**config.mk**
```make
export PLATFORM = sky130hd
export DESIGN_NAME = serial_subtractor
export DESIGN_NICKNAME = d
export VERILOG_FILES = /design/src/rtl/serial_subtractor.sv
export SDC_FILE = /design/constraint.sdc
export NUM_CORES = 1
export LEC_CHECK = 0
export CAP_MARGIN = 10
export CORE_MARGIN = 2
export CORE_UTILIZATION = 40
export DETAILED_ROUTE_END_ITERATION = 7
export DONT_BUFFER_PORTS = 1
export PLACE_DENSITY_LB_ADDON = 0.3
export SLEW_MARGIN = 5
export SYNTH_ARGS = -nofsm -noshare
export SYNTH_HDL_FRONTEND = slang
export SYNTH_SLANG_ARGS = --single-unit
```
**constraint.sdc**
```tcl
create_clock -name clk -period 2.15 [get_ports clk]
set_input_delay 0.645 -clock clk [delete_from_list [all_inputs] [get_ports clk]]
set_output_delay 0.645 -clock clk [all_outputs]
set_load 0.005 [all_outputs]
```
**src/rtl/serial_subtractor.sv**
```systemverilog
// Bit-serial subtractor: processes one operand bit per clock, LSB first,
// and presents the registered difference and final borrow with a done pulse.
module serial_subtractor #(
    parameter int WIDTH = 8
) (
    input  logic             clk,
    input  logic             rst_n,
    input  logic             start,
    input  logic [WIDTH-1:0] input1,
    input  logic [WIDTH-1:0] input2,
    input  logic             InBorr,
    output logic             busy,
    output logic             done,
    output logic [WIDTH-1:0] Diff,
    output logic             Borr,
    output logic [1:0]       state_dbg
);

    localparam int CW = $clog2(WIDTH + 1);

    typedef enum logic [1:0] {
        IDLE  = 2'd0,
        SHIFT = 2'd1,
        DONE  = 2'd2
    } state_t;

    state_t state, state_next;

    logic [WIDTH-1:0] a_sr;
    logic [WIDTH-1:0] b_sr;
    logic [WIDTH-2:0] pr;
    logic [WIDTH-1:0] pr_cat;
    logic             br;
    logic [CW-1:0]    cnt;

    logic d_bit;
    logic br_next;
    logic last_bit;
    logic accept;

    // Handshake: start is a level request; it is taken only on an edge where
    // the FSM sits in IDLE and is otherwise ignored. done pulses for one cycle.
    always_comb begin
        d_bit    = a_sr[0] ^ b_sr[0] ^ br;
        br_next  = (~a_sr[0] & b_sr[0]) | (~(a_sr[0] ^ b_sr[0]) & br);
        pr_cat   = {d_bit, pr};
        last_bit = (cnt == CW'(WIDTH - 1));
        accept   = (state == IDLE) && start;
    end

    always_ff @(posedge clk or negedge rst_n) begin
        if (!rst_n) begin
            state <= IDLE;
        end else begin
            state <= state_next;
        end
    end

    always_comb begin
        state_next = state;
        case (state)
            IDLE:    if (accept) state_next = SHIFT;
            SHIFT:   if (last_bit) state_next = DONE;
            DONE:    state_next = IDLE;
            default: state_next = IDLE;
        endcase
    end

    // The partial result keeps only the bits already produced; the bit being
    // computed this cycle completes it, so the final copy uses pr_cat.
    always_ff @(posedge clk or negedge rst_n) begin
        if (!rst_n) begin
            a_sr <= '0;
            b_sr <= '0;
            pr   <= '0;
            br   <= 1'b0;
            cnt  <= '0;
            busy <= 1'b0;
            done <= 1'b0;
            Diff <= '0;
            Borr <= 1'b0;
        end else begin
            busy <= (state_next == SHIFT);
            done <= (state_next == DONE);
            if (accept) begin
                a_sr <= input1;
                b_sr <= input2;
                br   <= InBorr;
                cnt  <= '0;
            end else if (state == SHIFT) begin
                a_sr <= a_sr >> 1;
                b_sr <= b_sr >> 1;
                pr   <= pr_cat[WIDTH-1:1];
                br   <= br_next;
                cnt  <= cnt + CW'(1);
                if (last_bit) begin
                    Diff <= pr_cat;
                    Borr <= br_next;
                end
            end
        end
    end

    assign state_dbg = state;

endmodule

```
==> flow_metrics.env, run 1 <==
export IMPL_outcome="finished clean"
export IMPL_hold_class="in2async"
export IMPL_finalCoreUtilization=0.4619
export IMPL_clock_tree_root_cell="sky130_fd_sc_hd__clkbuf_8"
export IMPL_relSlewSlack=0.6718
export IMPL_yosys_top_cells_area="sky130_fd_sc_hd__dfrtp_1 60%, sky130_fd_sc_hd__nand2_1 7.9%, sky130_fd_sc_hd__a22oi_1 6.6%"
export IMPL_routed_via_density=5.528
export IMPL_worst_margin_pin_slew_ps=490.6
export IMPL_crit_path_start_kind="flop"
export IMPL_report_final_hold_viol_count=0
export IMPL_globalRouteOverflowTotal=0
export IMPL_clock_tree_from_tritoncts="built"
export IMPL_p_per_area_nw_per_um2=1451
export IMPL_floorplan_rows=23
export IMPL_worst_setup_ep_type="flop"
export IMPL_gp_weighted_congestion=0.7092
export IMPL_fmax_ghz=0.5869
export IMPL_design_final_nets=185
export IMPL_synth_largest_area_cell="sky130_fd_sc_hd__dfrtp_1"
export IMPL_area_inside_the_core_boundary_um2=4058
export IMPL_rsz0062_at_grt="no"
export IMPL_synth_largest_type_area_fraction=0.5990
export IMPL_post_synth_inst_count=158
export IMPL_place_hpwl_um=2279
export IMPL_layout_min_cycle_time_ps=1704
export IMPL_cts_made_buffers=5
export IMPL_synth_yosys_warnings=0
export IMPL_antenna_found_initial=0
export IMPL_critPathRequiredTime_ps=2330
export IMPL_cts_hold_fix_buffers=0
export IMPL_ctsResizeCount=0
export IMPL_clkSinkCount=41
export IMPL_1st_pass_router_iterations=4
export IMPL_final_setup_viol_count=0
export IMPL_detail_route_drc_violations=0
export IMPL_grt_pass1_wl_um=5809
export IMPL_detailroute_via_count=1183
export IMPL_first_global_vias=1232
export IMPL_clk_transition_reported_paths_ps=80
export IMPL_worst_endpoint_arrival_ps=1880
export IMPL_asyncSetResetFlopFracSynth=1.000
export IMPL_drv_cap=0
export IMPL_cts_htree_levels=2
export IMPL_dr_first_iter_drc_count=59
export IMPL_synthesis_area_um2=1713
export IMPL_top_level_ports=33
export IMPL_use_met1=0.1875
export IMPL_post_cts_buffers=0
export IMPL_initial_utilization=0.4221
export IMPL_grt_start_max_net_pins=42
export IMPL_clockBufferDepth=2
export IMPL_final_max_slew_viol_count=0
export IMPL_net_count_synth=180
export IMPL_yosys_cell_count_top_type="sky130_fd_sc_hd__dfrtp_1"
export IMPL_avgSynthCellArea_um2=10.84
export IMPL_setup_tns_ps=0
export IMPL_worst_skew_pair_late_latency_ps=290
export IMPL_die_height_um=69.44
export IMPL_drt_wl_total_um=3211
export IMPL_ys_seq_elements=41
export IMPL_power_leakage_nw=0.8315
export IMPL_worst_clock_skew_ps=4.920
export IMPL_number_of_antenna_repair_diodes=0
export IMPL_place_port_buffers=0
export IMPL_timing_critical_path_fanout_max=10
export IMPL_filler_cell_count=372
export IMPL_ys_dominant_reg_cell="sky130_fd_sc_hd__dfrtp_1"
export IMPL_ys_seq_area_frac=0.5990
export IMPL_ys_top_cells_by_count="41 x sky130_fd_sc_hd__dfrtp_1, 36 x sky130_fd_sc_hd__nand2_1, 19 x sky130_fd_sc_hd__o21ai_0"
export IMPL_gr_usage_met3=0.05087
export IMPL_areaGrowthSynthToFinish_pct=9.423
export IMPL_irDropWorstVdd_mv=0.5839
export IMPL_global_route_peak_usage_layer="met2"
export IMPL_ys_types=22
export IMPL_setup_worst_path_class="reg2reg"
export IMPL_route_antenna_remaining_nets=0
export IMPL_drive_gt1_frac=0.1463
export IMPL_synth_enable_flop_cells=0
export IMPL_post_route_period_util=0.7926
export IMPL_gr_usage_met2=0.2436
export IMPL_fp_dieArea_um2=4822
export IMPL_globalRouteTotalUtil=0.1502
export IMPL_die_width_um=69.44
export IMPL_post_drt_wl_per_cell_um=15.00
[layer usage]
metal / wire length (um) / vias to the layer above
li1: - / 558
met1: 1388 / 585
met2: 1582 / 36
met3: 207 / 4
met4: 32 / 0
met5: 0 / -
[cell usage in the layout (no fill, tap or decap), drive strengths merged, types with 3 or more instances in the layout]
master and n:
nor2b 7, a22oi 15, dfrtp 41, inv 3, o21ai 19, mux2 8, a21oi 6, clkbuf 5
buf 6, nand2 36
[final timing paths]
check | depth (start not counted) | startpoint | end | slack (ps)
min reg2reg | 2 | pr[0] | pr[0] | 480
min in group clk | 2 | pr[0] | pr[0] | 480
min | 0 | rst_n | done | 40
max in group asynchronous | 0 | rst_n | a_sr[6] | 2030
max | 4 | cnt[0] | Borr | 450
max reg2reg | 4 | cnt[0] | Borr | 450
[layout make-up]
| cell class | count | area, um2 | area share |
|---|---|---|---|
| Sequential cell | 41 | 1026 | 0.5474 |
| Tap cell | 50 | 62.56 | 0.03338 |
| Clock inverter | 3 | 17.52 | 0.009346 |
| Clock buffer | 5 | 68.82 | 0.03672 |
| Timing Repair Buffer | 6 | 45.04 | 0.02403 |
| Multi-Input combinational cell | 106 | 643.1 | 0.3431 |
| Inverter | 3 | 11.26 | 0.006008 |
[power breakdown]
part	switching (mW)	total, mW	internal (mW)	leakage [nW]
registers	0.221	1.32	1.10	0.523
clock network	0.260	0.484	0.224	0.0439
logic	0.506	0.914	0.407	0.265
total	0.987	2.72	1.73	0.831
[per-stage QoR]
step | total power, mW | area (um2) | hold WS (ps) | setup slack [ps] | std cells
after floorplan | 1.992 | 1713 | 349.4 | 642.2 | 158
after global placement | 2.222 | 1788 | 350.7 | 523.2 | 206
after detailed placement | 2.278 | 1788 | 350.4 | 414.7 | 206
after CTS | 2.766 | 1874 | 33.96 | 402.4 | 214
after global routing | 2.967 | 1874 | 20.69 | 285.9 | 214
final | 2.719 | 1874 | 40.12 | 446.0 | 214
[logic make-up (layout without fill, tap and decap cells)]
kind of cell	after synthesis	after routing	synth area share
compound gates	44	44	0.1614
fa+ha+maj	2	2	0.01899
buf+inv	11	17	0.02556
flops	41	41	0.5990
mux	10	10	0.06428
simple gates	50	50	0.1308
[critical path: stages (launching register included)]
cell and delay (ps):
sky130_fd_sc_hd__dfrtp_1 390, sky130_fd_sc_hd__ha_1 210, sky130_fd_sc_hd__nand2_1 140, sky130_fd_sc_hd__nor3_4 460, sky130_fd_sc_hd__mux2_2 390
[registers in the layout (all words and copies together) (netlist names)]
| name | count |
|---|---|
| done | 1 |
| Diff | 8 |
| a_sr | 8 |
| cnt | 4 |
| Borr | 1 |
| busy | 1 |
| b_sr | 8 |
| br | 1 |
| pr | 7 |
| state_dbg | 2 |
Power figures use the tool's default switching activity.
==> run 2, diff against run 1 <==
==> constraint.sdc (replaced) <==
create_clock -name clk -period 1.4 [get_ports clk]
set_input_delay 0.42 -clock clk [delete_from_list [all_inputs] [get_ports clk]]
set_output_delay 0.42 -clock clk [all_outputs]
set_load 0.005 [all_outputs]
==> flow_metrics.env, run 2 (synthesized netlist as in run 1, its figures left out) <==
export IMPL_place_hpwl_um=2494
export IMPL_p_per_area_nw_per_um2=2292
export IMPL_worst_endpoint_arrival_ps=1630
export IMPL_timing_rr_start="cnt[0]"
export IMPL_clockBufferDepth=2
export IMPL_setup_worst_path_class="reg2reg"
export IMPL_number_of_antenna_repair_diodes=0
export IMPL_globalRouteTotalUtil=0.1580
export IMPL_dr_first_iter_drc_count=92
export IMPL_relSlewSlack=0.6967
export IMPL_cts_htree_levels=2
export IMPL_clk_transition_reported_paths_ps=80
export IMPL_reg2reg_to="Borr"
export IMPL_fin_ws_ps=-58.93
export IMPL_post_route_period_util=1.042
export IMPL_gp_weighted_congestion=0.7749
export IMPL_fp_dieArea_um2=4822
export IMPL_timing_reg2reg_setup_slack_ps=-60
export IMPL_power_leakage_nw=0.9196
export IMPL_detail_route_drc_violations=0
export IMPL_largestRegisters="Diff (8), a_sr (8), b_sr (8)"
export IMPL_irDropWorstVdd_mv=0.8151
export IMPL_cts_made_buffers=5
export IMPL_commonest_cells_after_routing_fill_and_taps_aside="40 x sky130_fd_sc_hd__dfrtp_1, 35 x sky130_fd_sc_hd__nand2_1, 18 x sky130_fd_sc_hd__o21ai_0"
export IMPL_worst_r2r_cell_count=6
export IMPL_post_drt_wl_per_cell_um=15.36
export IMPL_place_port_buffers=0
export IMPL_outcome="finished, violations left"
export IMPL_first_global_vias=1237
export IMPL_initial_utilization=0.4221
export IMPL_filler_cell_count=350
export IMPL_worst_clock_skew_ps=4.673
export IMPL_clock_tree_root_cell="sky130_fd_sc_hd__clkbuf_8"
export IMPL_placed_area_um2=1872
export IMPL_top_level_ports=33
export IMPL_layout_min_cycle_time_ps=1459
export IMPL_post_layout_total_power_mw=4.677
export IMPL_crit_path_start_kind="flop"
export IMPL_worst_setup_ep_type="flop"
export IMPL_die_width_um=69.44
export IMPL_antenna_found_initial=0
export IMPL_violations_in_the_final_reports="hold timing, setup timing"
export IMPL_grt_start_max_net_pins=42
export IMPL_grt_pass1_wl_um=6023
export IMPL_multi_input_area_um2=680.7
export IMPL_1st_pass_router_iterations=4
export IMPL_worst_skew_pair_late_latency_ps=290
export IMPL_fin_hold_ws_ps=-178.3
export IMPL_final_max_slew_viol_count=0
export IMPL_design_final_nets=197
export IMPL_clkSinkCount=41
export IMPL_areaGrowthSynthToFinish_pct=19.14
export IMPL_hold_class="in2async"
export IMPL_drt_wl_total_um=3472
export IMPL_routed_via_density=5.358
export IMPL_drv_cap=0
export IMPL_rsz0062_at_grt="yes"
export IMPL_area_inside_the_core_boundary_um2=4058
export IMPL_detailroute_via_count=1211
export IMPL_globalRouteOverflowTotal=0
export IMPL_critPathRequiredTime_ps=1570
export IMPL_fmax_ghz=0.6854
export IMPL_layout_commonest_cell="sky130_fd_sc_hd__dfrtp_1"
export IMPL_seq_area_um2=1027
export IMPL_drive_gt1_frac=0.2330
export IMPL_final_cell_area_um2=2041
export IMPL_clock_tree_from_tritoncts="built"
export IMPL_timing_critical_path_fanout_max=3
export IMPL_worst_margin_pin_slew_ps=453.7
export IMPL_report_final_hold_viol_count=41
export IMPL_die_height_um=69.44
export IMPL_final_setup_viol_count=8
export IMPL_floorplan_rows=23
export IMPL_route_antenna_remaining_nets=0
-- run 2: worst max-delay path by stage --
stage	to	cells past startpoint	startpoint
2_1_floorplan	Borr	4	cnt[0]
3_3_place_gp	Diff[3]	5	cnt[0]
3_5_place_dp	a_sr[5]	3	state_dbg[0]
4_1_cts	Diff[2]	5	cnt[0]
5_1_grt	Borr	6	cnt[0]
6_report	Borr	6	cnt[0]
-- run 2: worst max-delay path: stages (launching register included) --
cell and delay (ps):
sky130_fd_sc_hd__dfrtp_1 380, sky130_fd_sc_hd__ha_2 190, sky130_fd_sc_hd__nand2_2 70, sky130_fd_sc_hd__nor3_4 170, sky130_fd_sc_hd__buf_4 160, sky130_fd_sc_hd__buf_6 90, sky130_fd_sc_hd__mux2_4 280
-- run 2: timing repair --
action                                  4_1_cts  5_1_grt
endpoints found under the hold margin        41       41
gates resized for setup                       3        6
endpoints found under the setup margin       33       30
buffers inserted                              0        3
pin swaps                                     0        1
-- run 2: per-stage QoR --
step | setup TNS, ps | util | instances | setup slack, ps
after floorplan | -333.1 | - | 158 | -47.23
after global placement | -176.0 | 0.4613 | 215 | -35.18
after detailed placement | -946.8 | 0.4613 | 215 | -70.43
after CTS | -783.7 | 0.4915 | 223 | -68.46
after global routing | -871.0 | 0.5029 | 226 | -129.7
final | -150.2 | 0.5029 | 226 | -58.93
-- run 2: routing by layer --
layer,wire [um],track usage,vias up
li1,-,-,581
met1,1532,0.2097,589
met4,47,0.05229,0
met3,195,0.05087,6
met2,1697,0.2457,35
met5,0,0,-
-- run 2: final cells by class --
type / count / share of cell area
Sequential cell: 41 / 0.5034
Multi-Input combinational cell: 106 / 0.3335
Timing Repair Buffer: 18 / 0.06990
Clock buffer: 7 / 0.04231
Tap cell: 50 / 0.03066
Clock inverter: 1 / 0.01471
Inverter: 3 / 0.005518
-- run 2: power by group --
part / leakage [nW] / total, mW / switching [mW] / internal [mW]
Combinational: 0.339 / 1.65 / 0.833 / 0.814
Clock: 0.0585 / 0.964 / 0.383 / 0.581
Sequential: 0.523 / 2.07 / 0.372 / 1.69
Total: 0.920 / 4.68 / 1.59 / 3.09
==> run 3, diff against run 2 <==
--- a/config.mk
+++ b/config.mk
@@ -5,9 +5,10 @@
 export SDC_FILE = /design/constraint.sdc
 export NUM_CORES = 1
 export LEC_CHECK = 0
-export CAP_MARGIN = 10
+export CAP_MARGIN = 20
 export CORE_MARGIN = 2
 export CORE_UTILIZATION = 40
+export CTS_BUF_LIST = sky130_fd_sc_hd__clkbuf_8
 export DETAILED_ROUTE_END_ITERATION = 7
 export DONT_BUFFER_PORTS = 1
 export PLACE_DENSITY_LB_ADDON = 0.3
==> constraint.sdc (replaced) <==
create_clock -name clk -period 1.8 [get_ports clk]
set_input_delay 0.54 -clock clk [delete_from_list [all_inputs] [get_ports clk]]
set_output_delay 0.54 -clock clk [all_outputs]
set_load 0.005 [all_outputs]
==> flow_metrics.env, run 3 (synthesized netlist as in run 1, its figures left out) <==
export IMPL_relSlewSlack=0.6544
export IMPL_initial_utilization=0.4221
export IMPL_rsz0062_at_grt="no"
export IMPL_worst_clock_skew_ps=8.586
export IMPL_worst_margin_pin_slew_ps=516.7
export IMPL_p_per_area_nw_per_um2=1737
export IMPL_setup_tns_ps=0
export IMPL_die_width_um=69.44
export IMPL_worst_endpoint_arrival_ps=1820
export IMPL_1st_pass_router_iterations=4
export IMPL_clockBufferDepth=2
export IMPL_routed_via_density=5.338
export IMPL_first_global_vias=1234
export IMPL_layout_min_cycle_time_ps=1632
export IMPL_hold_class="in2async"
export IMPL_power_leakage_nw=0.8456
export IMPL_detail_route_drc_violations=0
export IMPL_commonest_cells_after_routing_fill_and_taps_aside="41 x sky130_fd_sc_hd__dfrtp_1, 36 x sky130_fd_sc_hd__nand2_1, 19 x sky130_fd_sc_hd__o21ai_0"
export IMPL_report_final_hold_viol_count=0
export IMPL_final_setup_viol_count=0
export IMPL_final_max_slew_viol_count=0
export IMPL_antenna_found_initial=0
export IMPL_floorplan_rows=23
export IMPL_detailroute_via_count=1153
export IMPL_post_drt_wl_per_cell_um=15.76
export IMPL_fp_dieArea_um2=4822
export IMPL_clkSinkCount=41
export IMPL_fin_hold_ws_ps=76.77
export IMPL_number_of_antenna_repair_diodes=0
export IMPL_cts_htree_levels=2
export IMPL_largestRegisters="Diff (8), a_sr (8), b_sr (8)"
export IMPL_drive_gt1_frac=0.1566
export IMPL_drv_cap=0
export IMPL_globalRouteOverflowTotal=0
export IMPL_die_height_um=69.44
export IMPL_timing_critical_path_max_delay_family="simple AND/OR/NAND/NOR gates"
export IMPL_grt_start_max_net_pins=42
export IMPL_post_route_period_util=0.9066
export IMPL_route_antenna_remaining_nets=0
export IMPL_cell_at_the_slowest_stage_of_the_critical_path="sky130_fd_sc_hd__nor3_4"
export IMPL_clk_transition_reported_paths_ps=80
export IMPL_gp_weighted_congestion=0.7144
export IMPL_design_final_nets=187
export IMPL_fin_ws_ps=168.1
export IMPL_clock_tree_root_cell="sky130_fd_sc_hd__clkbuf_8"
export IMPL_crit_path_max_incr_delay_ps=430
export IMPL_layout_commonest_cell="sky130_fd_sc_hd__dfrtp_1"
export IMPL_filler_cell_count=374
export IMPL_post_layout_total_power_mw=3.303
export IMPL_timing_rr_start="cnt[0]"
export IMPL_grt_pass1_wl_um=5920
export IMPL_critPathRequiredTime_ps=1980
export IMPL_crit_start="cnt[0]"
export IMPL_globalRouteTotalUtil=0.1575
export IMPL_top_level_ports=33
export IMPL_outcome="finished clean"
export IMPL_clock_tree_from_tritoncts="built"
export IMPL_irDropWorstVdd_mv=0.6037
export IMPL_timing_critical_path_cells="ha_1 -> nand2_1 -> nor3_4 -> mux2_2"
export IMPL_place_hpwl_um=2388
export IMPL_worst_skew_pair_late_latency_ps=300
export IMPL_areaGrowthSynthToFinish_pct=11.03
export IMPL_cp_buffers_inverters=0
export IMPL_worst_setup_ep_type="flop"
export IMPL_place_port_buffers=0
export IMPL_cts_made_buffers=5
export IMPL_area_inside_the_core_boundary_um2=4058
export IMPL_fmax_ghz=0.6128
export IMPL_setup_worst_path_class="reg2reg"
export IMPL_timing_critical_path_fanout_max=10
export IMPL_dr_first_iter_drc_count=48
export IMPL_crit_path_start_kind="flop"
export IMPL_post_place_ws_ps=97.59
export IMPL_drt_wl_total_um=3404
run 3: path summary, 6_finish.rpt:
kind	end	slack (ps)	cells after the start
max	Borr	170	4
min reg2reg	b_sr[6]	480	2
max in group asynchronous	cnt[0]	1530	1
max reg2reg	Borr	170	4
min in group clk	b_sr[7]	420	1
min	Diff[4]	80	1
run 3: per-layer routing:
| layer | global-route usage | vias to the layer above | share of wire |
|---|---|---|---|
| li1 | - | 561 | - |
| met1 | 0.1898 | 556 | 0.44 |
| met2 | 0.2511 | 31 | 0.48 |
| met4 | 0.06536 | 0 | 0.018 |
| met3 | 0.06250 | 5 | 0.058 |
| met5 | 0 | - | 0 |
run 3: metrics by stage:
stage	std cells	cell area, um2	util
global route	216	1902	0.4687
CTS	216	1902	0.4687
floorplan	158	1713	-
detailed placement	207	1795	0.4425
global placement	207	1795	0.4425
finish	216	1902	0.4687
run 3: power by group:
| part | switching, mW | leakage [nW] | internal (mW) |
|---|---|---|---|
| logic | 0.630 | 0.279 | 0.498 |
| registers | 0.275 | 0.523 | 1.31 |
| clock network | 0.320 | 0.0439 | 0.267 |
| total | 1.22 | 0.846 | 2.08 |
run 3: worst reg2reg max path, stage by stage, from the launching register on:
cell and delay [ps]:
sky130_fd_sc_hd__dfrtp_1 390, sky130_fd_sc_hd__ha_1 200, sky130_fd_sc_hd__nand2_1 120, sky130_fd_sc_hd__nor3_4 430, sky130_fd_sc_hd__mux2_2 400
run 3: final cells by class:
type	instances	area [um2]	share of cell area
Tap cell	50	62.56	0.03289
Timing Repair Buffer	8	72.57	0.03816
Clock inverter	3	17.52	0.009211
Sequential cell	41	1026	0.5395
Inverter	3	11.26	0.005921
Multi-Input combinational cell	106	643.1	0.3382
Clock buffer	5	68.82	0.03618
run 3: repair_timing:
item / in CTS / in global routing
setup endpoints to repair: 0 / 6
setup buffers: 0 / 0
hold endpoints to repair: 41 / 0
resized for setup: 0 / 0
hold buffers: 1 / 0
